### src/rtl/sd_dma_sequencer.sv
// SD host command/data sequencer: CMD issue, per-block DATA strobes, done/err.
// Optional automatic stop command is enabled by defining SEQ_AUTO_STOP_EN.
module sd_dma_sequencer #(
  parameter int CMD_TIMEOUT = 1023,
  parameter int BLK_W       = 4
) (
  input  logic             clk_host,
  input  logic             reset_host,
  input  logic             start,
  input  logic             data_present,
  input  logic             multiple_data,
  input  logic [BLK_W-1:0] block_count,
  input  logic             abort,
  output logic             new_command,
  output logic             auto_stop,
  input  logic             cmd_complete,
  input  logic             cmd_index_error,
  output logic             new_dat,
  input  logic             transfer_complete,
  output logic             busy,
  output logic             done,
  output logic [1:0]       err_code,
  output logic [BLK_W-1:0] blocks_done
);

  localparam int TW = (CMD_TIMEOUT < 1) ? 1 : $clog2(CMD_TIMEOUT + 1);
  localparam logic [TW-1:0]    T_MAX = TW'(CMD_TIMEOUT);
  localparam logic [BLK_W-1:0] B_MAX = '1;
  localparam logic [BLK_W-1:0] B_ONE = BLK_W'(1);

  typedef enum logic [2:0] {
    IDLE,
    ISSUE_CMD,
    WAIT_CMD,
    ISSUE_DAT,
    WAIT_DAT,
    ISSUE_STOP,
    WAIT_STOP,
    DONE
  } state_t;

  state_t           state_q, state_d;
  logic [1:0]       err_q, err_d;
  logic [BLK_W-1:0] blk_q, blk_d;
  logic [TW-1:0]    timer_q, timer_d;
  logic             dp_q, dp_d;
  logic             md_q, md_d;
  logic [BLK_W-1:0] cnt_q, cnt_d;
  logic [BLK_W-1:0] blk_inc;

  // saturating block counter, never wraps
  assign blk_inc = (blk_q == B_MAX) ? B_MAX : blk_q + B_ONE;

  always_ff @(posedge clk_host or negedge reset_host) begin
    if (!reset_host) begin
      state_q <= IDLE;
      err_q   <= '0;
      blk_q   <= '0;
      timer_q <= '0;
      dp_q    <= 1'b0;
      md_q    <= 1'b0;
      cnt_q   <= '0;
    end else begin
      state_q <= state_d;
      err_q   <= err_d;
      blk_q   <= blk_d;
      timer_q <= timer_d;
      dp_q    <= dp_d;
      md_q    <= md_d;
      cnt_q   <= cnt_d;
    end
  end

  always_comb begin
    state_d = state_q;
    err_d   = err_q;
    blk_d   = blk_q;
    timer_d = timer_q;
    dp_d    = dp_q;
    md_d    = md_q;
    cnt_d   = cnt_q;
    if (abort && state_q != IDLE && state_q != DONE) begin
      state_d = DONE;
      err_d   = 2'b11;
    end else begin
      unique case (state_q)
        IDLE: begin
          if (start) begin
            dp_d    = data_present;
            md_d    = multiple_data;
            cnt_d   = (block_count == '0) ? B_ONE : block_count;
            err_d   = 2'b00;
            blk_d   = '0;
            timer_d = '0;
            state_d = ISSUE_CMD;
          end
        end
        ISSUE_CMD: begin
          timer_d = '0;
          state_d = WAIT_CMD;
        end
        WAIT_CMD: begin
          if (cmd_index_error) begin
            state_d = DONE;
            err_d   = 2'b01;
          end else if (cmd_complete) begin
            state_d = dp_q ? ISSUE_DAT : DONE;
          end else if (timer_q == T_MAX) begin
            state_d = DONE;
            err_d   = 2'b10;
          end else begin
            timer_d = timer_q + 1'b1;
          end
        end
        ISSUE_DAT: begin
          state_d = WAIT_DAT;
        end
        WAIT_DAT: begin
          if (transfer_complete) begin
            blk_d = blk_inc;
            if (md_q && blk_inc < cnt_q) begin
              state_d = ISSUE_DAT;
            end else begin
`ifdef SEQ_AUTO_STOP_EN
              state_d = md_q ? ISSUE_STOP : DONE;
`else
              state_d = DONE;
`endif
            end
          end
        end
`ifdef SEQ_AUTO_STOP_EN
        ISSUE_STOP: begin
          timer_d = '0;
          state_d = WAIT_STOP;
        end
        WAIT_STOP: begin
          if (cmd_index_error) begin
            state_d = DONE;
            err_d   = 2'b01;
          end else if (cmd_complete) begin
            state_d = DONE;
          end else if (timer_q == T_MAX) begin
            state_d = DONE;
            err_d   = 2'b10;
          end else begin
            timer_d = timer_q + 1'b1;
          end
        end
`endif
        DONE: begin
          state_d = IDLE;
        end
        default: begin
          state_d = IDLE;
        end
      endcase
    end
  end

  assign new_command = (state_q == ISSUE_CMD) ||
                       (state_q == ISSUE_STOP);
`ifdef SEQ_AUTO_STOP_EN
  assign auto_stop   = (state_q == ISSUE_STOP);
`else
  assign auto_stop   = 1'b0;
`endif
  assign new_dat     = (state_q == ISSUE_DAT);
  assign busy        = (state_q != IDLE);
  assign done        = (state_q == DONE);
  assign err_code    = err_q;
  assign blocks_done = blk_q;

endmodule

### config.mk
export PLATFORM = sky130hd
export DESIGN_NAME = sd_dma_sequencer
export DESIGN_NICKNAME = d
export VERILOG_FILES = /design/src/rtl/sd_dma_sequencer.sv
export SDC_FILE = /design/constraint.sdc
export NUM_CORES = 1
export LEC_CHECK = 0
export BUFFER_PORTS_ARGS = -buffer_cell sky130_fd_sc_hd__buf_2
export CORE_ASPECT_RATIO = 0.6
export CORE_MARGIN = 3
export CORE_UTILIZATION = 60
export CTS_BUF_LIST = sky130_fd_sc_hd__clkbuf_4
export DETAILED_ROUTE_END_ITERATION = 8
export PLACE_DENSITY = 0.83
export SLEW_MARGIN = 20
export SYNTH_ARGS = -nofsm -noshare
export SYNTH_HDL_FRONTEND = slang
export SYNTH_SLANG_ARGS = --single-unit
### constraint.sdc
create_clock -name clk_host -period 5.4 [get_ports clk_host]
set_input_delay 0.81 -clock clk_host [delete_from_list [all_inputs] [get_ports clk_host]]
set_output_delay 0.81 -clock clk_host [all_outputs]
set_load 0.01 [all_outputs]
==> flow_metrics.env, run 1 <==
export IMPL_clockBufferDepth=2
export IMPL_antenna_cells=0
export IMPL_post_cts_resized=0
export IMPL_synth_most_common_cell="dfrtp_1"
export IMPL_synth_edf_count=0
export IMPL_die_height_um=46.89
export IMPL_worst_path_buf_inv=1
export IMPL_hold_class="input pin to async pin"
export IMPL_synth_simple_gate_area_frac=0.1751
export IMPL_cts_sinks=25
export IMPL_finClkSkew_ns=0.004941
export IMPL_boundaryPins=24
export IMPL_met2_length_um=1756
export IMPL_pwr_share_comb=0.477
export IMPL_antenna_found_initial=0
export IMPL_synth_mux_area_frac=0.06811
export IMPL_cts_setup_buffers=0
export IMPL_grt_max_degree=27
export IMPL_vias=1442
export IMPL_drcViolationCount=0
export IMPL_rsz0062_at_grt="no"
export IMPL_nFillCells=192
export IMPL_die_area_um2=3476
export IMPL_p_int_mw=0.4376
export IMPL_drt_wirelength_per_cell_um=16.99
export IMPL_synth_top_area_cell="dfrtp_1"
export IMPL_cts_tree="done"
export IMPL_area_growth_pct=7.410
export IMPL_pre_cts_slack_ns=2.622
export IMPL_top_layer="met4"
export IMPL_startpoint_type="flip-flop"
export IMPL_core_region_area_um2=2575
export IMPL_p_leak_nw=0.7610
export IMPL_nNetsFinal=214
export IMPL_setup_viol=0
export IMPL_syn_nets=200
export IMPL_dp_cells=223
export IMPL_swShare=0.4790
export IMPL_setup_ws_ns=2.909
export IMPL_cts_buffers=3
export IMPL_ff2ff_setup_slack_ns=3.12
export IMPL_crit_slowest_cell="dfrtp_1"
export IMPL_r2r_start="state_q[2]$_DFFE_PN0P_"
export IMPL_hold_viol=0
export IMPL_pwr_share_clk=0.111
export IMPL_first_pass_iters=4
export IMPL_power_density_nw_per_um2=467.8
export IMPL_grt_pass1_vias=1256
export IMPL_cp_max_fo=17
export IMPL_required_ns=4.59
export IMPL_drtAntennaViolNets=0
export IMPL_dieWidth_um=74.14
export IMPL_vias_per_cell=6.352
export IMPL_status="completed"
export IMPL_start_util=0.6492
export IMPL_p_switching_mw=0.4023
export IMPL_ys_warn_count=0
export IMPL_num_rows=14
export IMPL_synthTopCellsByCount="dfrtp_1, o21ai_0, nand2_1"
export IMPL_clkSlewWorstSetupHoldPaths_ns=0.15
export IMPL_synth_area_leaders="dfrtp_1, o21ai_0, mux2i_1"
export IMPL_cp_arrival_ns=1.68
export IMPL_maxCapViolations=0
export IMPL_synth_distinct_cells=47
export IMPL_finalNonFillerCells=227
export IMPL_grt_overflow=0
export IMPL_synth_area_um2=1672
export IMPL_drtIter0Drc=138
export IMPL_synth_top_area_frac=0.3743
export IMPL_r2r_end="timer_q[2]$_DFFE_PN0P_"
export IMPL_critPathTopFamily="flip-flops"
export IMPL_ir_worst_vdd_mv=0.2557
export IMPL_ctsHoldBuffers=0
export IMPL_met3_length_um=289
export IMPL_post_synth_cell_area_avg_um2=9.185
export IMPL_htreeDepth=1
export IMPL_io_buffer_count=22
export IMPL_worst_path_largest_cell_delay_ns=0.62
export IMPL_wl_um=3857
export IMPL_endpoint_kind="output pin"
export IMPL_crit_chain="or3_1, buf_2"
export IMPL_grt_total_usage=0.2437
export IMPL_path_class="flip-flop to output pin"
export IMPL_synthFlopType="dfrtp_1"
export IMPL_ys_seq_area_frac=0.3743
export IMPL_wirelength_met1_um=1755
export IMPL_clockRootBuffer="clkbuf_4"
export IMPL_hold_ws_ns=0.4389
export IMPL_tightest_slew_ns=0.9860
export IMPL_async_flop_share=1.000
export IMPL_multi_input_area_um2=955.9
export IMPL_gp_congestion=0.8506
export IMPL_grt_pass1_wl_um=6161
export IMPL_synth_xor_area_frac=0.005240
export IMPL_power_frac_seq=0.412
export IMPL_ys_seq_elements=25
export IMPL_fmax_mhz=401.4
export IMPL_clk_latency_ns=0.34
export IMPL_synth_top_family_by_area="compound AO/OA/AOI/OAI gates"
export IMPL_layout_drive_gt1_share=0.1795
export IMPL_dp_hpwl_um=2837
export IMPL_synth_compound_area_frac=0.2784
export IMPL_period_minus_slack_ns=2.491
export IMPL_final_seq_area_um2=625.6
export IMPL_drv_slew=0
export IMPL_final_period_utilization=0.4613
export IMPL_timing_setup_tns_ns=0
export IMPL_netlist_instances=182
export IMPL_timing_reg2reg_worst_path_depth=4
export IMPL_synthAdderAreaFrac=0.03743
export IMPL_relSlewSlack=0.3426
==> metal layers <==
layer	track usage	up-vias
met4	0.07581	0
met2	0.3838	52
met1	0.3360	690
met3	0.06197	6
li1	-	694
met5	0	-
==> sequential cells by signal, summed over array words and instances, names as in the netlist <==
name and cells:
dp_q 1, blocks_done 4, cnt_q 4, md_q 1, state_q 3, err_code 2, timer_q 10
==> worst max path at each step <==
stage,slack (ns),to,cells after the start,start
6_report,2.91,busy,2,state_q[2]$_DFFE_PN0P_
5_1_grt,2.86,done,3,state_q[2]$_DFFE_PN0P_
4_1_cts,2.84,timer_q[2]$_DFFE_PN0P_,4,state_q[2]$_DFFE_PN0P_
3_5_place_dp,2.62,timer_q[2]$_DFFE_PN0P_,5,start
3_3_place_gp,2.77,timer_q[8]$_DFFE_PN0P_,5,start
2_1_floorplan,3.48,timer_q[6]$_DFFE_PN0P_,6,timer_q[0]$_DFFE_PN0P_
==> power by group through the flow <==
stage	clock, mW	combinational (mW)	sequential [mW]
6_report	0.0930	0.401	0.346
2_1_floorplan	0	0.319	0.309
4_1_cts	0.0953	0.393	0.338
3_5_place_dp	0	0.391	0.343
3_3_place_gp	0	0.363	0.337
5_1_grt	0.103	0.447	0.357
==> cells in the final DEF, fill, tap and decap left out, types with 2 or more instances in the layout <==
| cell | n |
|---|---|
| nand3_1 | 6 |
| nor2_1 | 12 |
| mux2i_1 | 8 |
| buf_2 | 22 |
| o21ai_0 | 22 |
| nor2b_1 | 5 |
| a21o_1 | 2 |
| mux2_2 | 3 |
| a2111oi_4 | 2 |
| nand4_1 | 3 |
| a21oi_1 | 6 |
| dfrtp_1 | 25 |
| nor3_1 | 2 |
| nand2_1 | 15 |
| inv_1 | 9 |
| and2_1 | 2 |
| ha_1 | 5 |
| a31oi_1 | 2 |
| o21bai_1 | 8 |
| a211oi_1 | 7 |
| clkbuf_4 | 3 |
| and3b_1 | 2 |
==> logic make-up (layout without fill, tap and decap cells) <==
family                   after synthesis  in the layout
flip-flops                            25             25
AND/OR/NAND/NOR                       55             55
other                                  1              1
buffers and inverters                 22             35
XOR/XNOR                               1              1
AO/OA/AOI/OAI                         62             62
adder cells (fa/ha/maj)                5              5
multiplexers                          11             11
==> per-stage QoR <==
step	instance area [µm²]	total power [mW]	utilization
after detailed placement	1757	0.7342	0.6822
after CTS	1787	0.8273	0.6939
after global routing	1795	0.9066	0.6973
after global placement	1757	0.6994	0.6822
final	1795	0.8399	0.6973
after floorplan	1672	0.6285	-
==> area by class of cell <==
| type | count | area share |
|---|---|---|
| inverter | 9 | 0.01882 |
| sequential | 25 | 0.3484 |
| tap | 32 | 0.02230 |
| clock buffer | 3 | 0.01254 |
| timing repair buffer | 22 | 0.06132 |
| clock inverter | 1 | 0.004181 |
| multi-input combinational | 135 | 0.5324 |
Note: power is estimated with default switching activity, not from simulation.
==> run 2: changes to the inputs <==
Settings changed: CORE_UTILIZATION 60 to 59, PLACE_DENSITY 0.83 to 0.82.
Clock period 5.4 ns to 2.4 ns, I/O delays scaled along.
==> flow_metrics.env, run 2 (synthesized netlist as in run 1, its figures left out) <==
export IMPL_p_leak_nw=0.7657
export IMPL_status="finished with violations"
export IMPL_final_cell_mix="dfrtp_1, o21ai_0, buf_2, nand2_1, nor2_1"
export IMPL_crit_chain="ha_1, and4_1, a311o_1, a2111oi_4, mux2i_1"
export IMPL_ir_worst_vdd_mv=0.8006
export IMPL_startpoint_type="flip-flop"
export IMPL_dieWidth_um=74.72
export IMPL_hold_viol=15
export IMPL_period_minus_slack_ns=2.196
export IMPL_hold_class="input pin to async pin"
export IMPL_clockRootBuffer="clkbuf_4"
export IMPL_die_height_um=47.23
export IMPL_clockBufferDepth=2
export IMPL_worst_path_largest_cell_delay_ns=0.51
export IMPL_ctsHoldBuffers=0
export IMPL_startpoint="timer_q[0]$_DFFE_PN0P_"
export IMPL_layout_drive_gt1_share=0.1878
export IMPL_power_density_nw_per_um2=1030
export IMPL_clk_latency_ns=0.34
export IMPL_place_area_um2=1772
export IMPL_grt_total_usage=0.2268
export IMPL_htreeDepth=1
export IMPL_path_class="flip-flop to flip-flop"
export IMPL_timing_reg2reg_worst_path_depth=5
export IMPL_start_util=0.6448
export IMPL_cts_sinks=25
export IMPL_finalInstanceArea_um2=1802
export IMPL_nNetsFinal=216
export IMPL_drv_slew=0
export IMPL_boundaryPins=24
export IMPL_die_area_um2=3529
export IMPL_hold_ws_ns=-0.009714
export IMPL_drtIter0Drc=116
export IMPL_core_region_area_um2=2592
export IMPL_final_common_cell="dfrtp_1"
export IMPL_drt_wirelength_per_cell_um=15.94
export IMPL_violations="hold timing"
export IMPL_area_growth_pct=7.785
export IMPL_largest_reg_flops=10
export IMPL_rsz0062_at_grt="no"
export IMPL_first_pass_iters=4
export IMPL_r2r_start="timer_q[0]$_DFFE_PN0P_"
export IMPL_cp_max_fo=10
export IMPL_grt_pass1_wl_um=5996
export IMPL_post_cts_resized=0
export IMPL_setup_viol=0
export IMPL_utilization=0.6950
export IMPL_cts_setup_buffers=0
export IMPL_relSlewSlack=0.3789
export IMPL_drcViolationCount=0
export IMPL_grt_overflow=0
export IMPL_r2r_end="timer_q[8]$_DFFE_PN0P_"
export IMPL_maxCapViolations=0
export IMPL_crit_slowest_cell="a311o_1"
export IMPL_grt_max_degree=27
export IMPL_largest_register="timer_q"
export IMPL_final_period_utilization=0.9152
export IMPL_wl_um=3650
export IMPL_num_rows=14
export IMPL_finClkSkew_ns=0.01129
export IMPL_grt_pass1_vias=1299
export IMPL_dp_hpwl_um=2689
export IMPL_antenna_found_initial=0
export IMPL_required_ns=2.66
export IMPL_cp_arrival_ns=2.46
export IMPL_cts_buffers=3
export IMPL_ff2ff_setup_slack_ns=0.20
export IMPL_tightest_slew_ns=0.9317
export IMPL_drtAntennaViolNets=0
export IMPL_clkSlewWorstSetupHoldPaths_ns=0.15
export IMPL_timing_setup_tns_ns=0
export IMPL_vias_per_cell=6.214
export IMPL_cts_tree="done"
export IMPL_endpoint_kind="flip-flop"
export IMPL_fmax_mhz=455.3
export IMPL_gp_congestion=0.8350
export IMPL_io_buffer_count=22
export IMPL_antenna_cells=0
export IMPL_vias=1423
[run 2: how the worst max path moves through the flow]
stage	endpoint	slack, ns	depth (start not counted)
2_1_floorplan	timer_q[6]$_DFFE_PN0P_	0.48	6
3_3_place_gp	timer_q[6]$_DFFE_PN0P_	0.36	5
3_5_place_dp	timer_q[8]$_DFFE_PN0P_	0.26	5
4_1_cts	timer_q[8]$_DFFE_PN0P_	0.21	5
5_1_grt	timer_q[8]$_DFFE_PN0P_	0.11	5
6_report	timer_q[8]$_DFFE_PN0P_	0.20	5
[run 2: routing by layer]
layer,up-vias,routed length [µm],share of wire,global-route usage
met1,678,1775,0.49,0.3403
li1,697,-,-,-
met2,44,1652,0.45,0.3351
met4,0,21,0.0058,0.04965
met5,-,0,0,0
met3,4,201,0.055,0.05128
[run 2: area by class of cell]
cell class,instances,area (µm²)
well taps,32,40.04
flip-flops and latches,25,625.6
fillers,212,790.8
repair buffers,24,125.1
clock buffers,3,22.52
clock inverters,1,7.507
multi-input cells,135,947.2
inverters,9,33.78
[run 2: power breakdown]
group          internal (mW)  total [mW]  leakage, nW  switching, mW
registers              0.567       0.738        0.318          0.171
logic                  0.360       0.912        0.434          0.552
clock network         0.0641       0.205       0.0139          0.141
[run 2: stage by stage]
step	hold WS, ns	total power [mW]	cells	setup WS (ns)
2_1_floorplan	0.06441	1.414	182	0.4842
3_3_place_gp	0.3859	1.590	225	0.3556
3_5_place_dp	0.3938	1.647	225	0.2576
4_1_cts	0.009980	1.854	229	0.2136
5_1_grt	0.01349	2.020	229	0.1132
6_report	-0.009714	1.856	229	0.2035
[run 2: worst max-delay path, delay by kind of cell (launching register included)]
kind | cells | cell delay, ns
and+or+nand+nor | 1 | 0.24
adders and majority gates | 1 | 0.27
AOI/OAI and AO/OA | 2 | 0.94
muxes | 1 | 0.24
DFF | 1 | 0.44
==> run 3: changes to the inputs <==
Settings changed: REMOVE_ABC_BUFFERS from default to 1.
==> flow_metrics.env, run 3 (synthesized netlist as in run 1, its figures left out) <==
export IMPL_status="completed"
export IMPL_setup_ws_ns=0.2487
export IMPL_htreeDepth=1
export IMPL_worst_path_buf_inv=0
export IMPL_required_ns=2.66
export IMPL_hold_class="input pin to async pin"
export IMPL_io_buffer_count=22
export IMPL_path_class="flip-flop to flip-flop"
export IMPL_drcViolationCount=0
export IMPL_timing_setup_tns_ns=0
export IMPL_p_total_mw=1.846
export IMPL_hold_viol=0
export IMPL_use_met3=0.05556
export IMPL_setup_viol=0
export IMPL_final_common_cell="dfrtp_1"
export IMPL_ctsHoldBuffers=0
export IMPL_relSlewSlack=0.3634
export IMPL_tightest_slew_ns=0.9549
export IMPL_layout_drive_gt1_share=0.1837
export IMPL_ir_worst_vdd_mv=0.5684
export IMPL_cts_setup_buffers=0
export IMPL_grt_overflow=0
export IMPL_antenna_found_initial=0
export IMPL_final_cell_mix="dfrtp_1, o21ai_0, buf_2, nand2_1, nor2_1"
export IMPL_area_growth_pct=7.335
export IMPL_dp_hpwl_um=2660
export IMPL_startpoint_type="flip-flop"
export IMPL_use_met1=0.3229
export IMPL_endpoint_kind="flip-flop"
export IMPL_num_rows=14
export IMPL_clockRootBuffer="clkbuf_4"
export IMPL_start_util=0.6448
export IMPL_drt_wirelength_per_cell_um=15.81
export IMPL_drv_slew=0
export IMPL_cp_max_fo=10
export IMPL_core_region_area_um2=2592
export IMPL_grt_total_usage=0.2190
export IMPL_cp_arrival_ns=2.41
export IMPL_dieWidth_um=74.72
export IMPL_vias_per_cell=6.206
export IMPL_cts_tree="done"
export IMPL_fmax_mhz=464.8
export IMPL_crit_slowest_cell="a311o_1"
export IMPL_boundaryPins=24
export IMPL_grt_max_degree=27
export IMPL_worst_path_largest_cell_delay_ns=0.51
export IMPL_clk_latency_ns=0.32
export IMPL_rsz0062_at_grt="no"
export IMPL_final_period_utilization=0.8964
export IMPL_drtIter0Drc=189
export IMPL_wl_um=3604
export IMPL_drtAntennaViolNets=0
export IMPL_largest_reg_flops=10
export IMPL_crit_chain="ha_1, and4_1, a311o_1, a2111oi_4, mux2i_1"
export IMPL_maxCapViolations=0
export IMPL_finClkSkew_ns=0.01252
export IMPL_global_route_peak_usage_layer="met2"
export IMPL_first_pass_iters=4
export IMPL_clockBufferDepth=2
export IMPL_vias=1415
export IMPL_p_leak_nw=0.7654
export IMPL_nNetsFinal=215
export IMPL_cts_buffers=3
export IMPL_grt_pass1_vias=1198
export IMPL_power_density_nw_per_um2=1029
export IMPL_clkSlewWorstSetupHoldPaths_ns=0.14
export IMPL_grt_use_met2=0.3264
export IMPL_gp_congestion=0.8096
export IMPL_grt_pass1_wl_um=5747
export IMPL_pre_cts_slack_ns=0.2818
export IMPL_period_minus_slack_ns=2.151
export IMPL_antenna_cells=0
export IMPL_die_area_um2=3529
export IMPL_die_height_um=47.23
export IMPL_critPathTopFamily="compound AO/OA/AOI/OAI gates"
export IMPL_cts_sinks=25
export IMPL_largest_register="timer_q"
export IMPL_post_cts_resized=0
-- run 3: cell types whose count changed in the layout (fill, tap and decap cells not counted) --
cell / previous run / this run
buf_4: 2 / 1
clkinvlp_4: 1 / 0
clkbuf_4: 3 / 4
-- run 3: power by group --
part | switching, mW | total, mW | internal (mW) | leakage [nW]
combinational | 0.525 | 0.876 | 0.350 | 0.429
clock | 0.127 | 0.203 | 0.0764 | 0.0184
sequential | 0.200 | 0.767 | 0.567 | 0.318
total | 0.853 | 1.85 | 0.993 | 0.765
-- run 3: per-layer routing --
layer / share of wire / wire length, µm
met5: 0 / 0
met4: 0.0050 / 18
met3: 0.078 / 282
met2: 0.43 / 1536
met1: 0.49 / 1767
-- run 3: path summary, 6_finish.rpt --
path | startpoint | endpoint | slack [ns] | cells past startpoint
max in group asynchronous | reset_host | cnt_q[0]$_DFFE_PN0P_ | 2.00 | 1
worst min register to register | err_code[1]$_DFFE_PN0P_ | err_code[1]$_DFFE_PN0P_ | 0.53 | 2
worst min-delay path | reset_host | blocks_done[3]$_DFFE_PN0P_ | 0.004 | 1
worst max-delay path | timer_q[0]$_DFFE_PN0P_ | timer_q[8]$_DFFE_PN0P_ | 0.25 | 5
min in group clk_host | block_count[1] | cnt_q[1]$_DFFE_PN0P_ | 0.26 | 3
worst max register to register | timer_q[0]$_DFFE_PN0P_ | timer_q[8]$_DFFE_PN0P_ | 0.25 | 5
-- run 3: through the flow --
| step | cell area [µm²] | utilization | instances | hold WS [ns] |
|---|---|---|---|---|
| final | 1794 | 0.6921 | 228 | 0.003693 |
| after CTS | 1794 | 0.6921 | 228 | 0.01947 |
| after detailed placement | 1764 | 0.6805 | 224 | 0.3881 |
| after global routing | 1794 | 0.6921 | 228 | 0.03471 |
| after floorplan | 1607 | - | 169 | 0.06441 |
| after global placement | 1764 | 0.6805 | 224 | 0.3748 |
-- run 3: area by class of cell --
cell class                      instances  area, µm²
Multi-Input combinational cell        135      947.2
Fill cell                             207      798.3
Sequential cell                        25      625.6
Timing Repair Buffer                   23      117.6
Tap cell                               32      40.04
Inverter                                9      33.78
Clock buffer                            4      30.03
-- run 3: worst reg2reg max path, stage by stage, from the launching register on --
cell and delay, ns:
dfrtp_1 0.43, ha_1 0.27, and4_1 0.24, a311o_1 0.51, a2111oi_4 0.43, mux2i_1 0.23
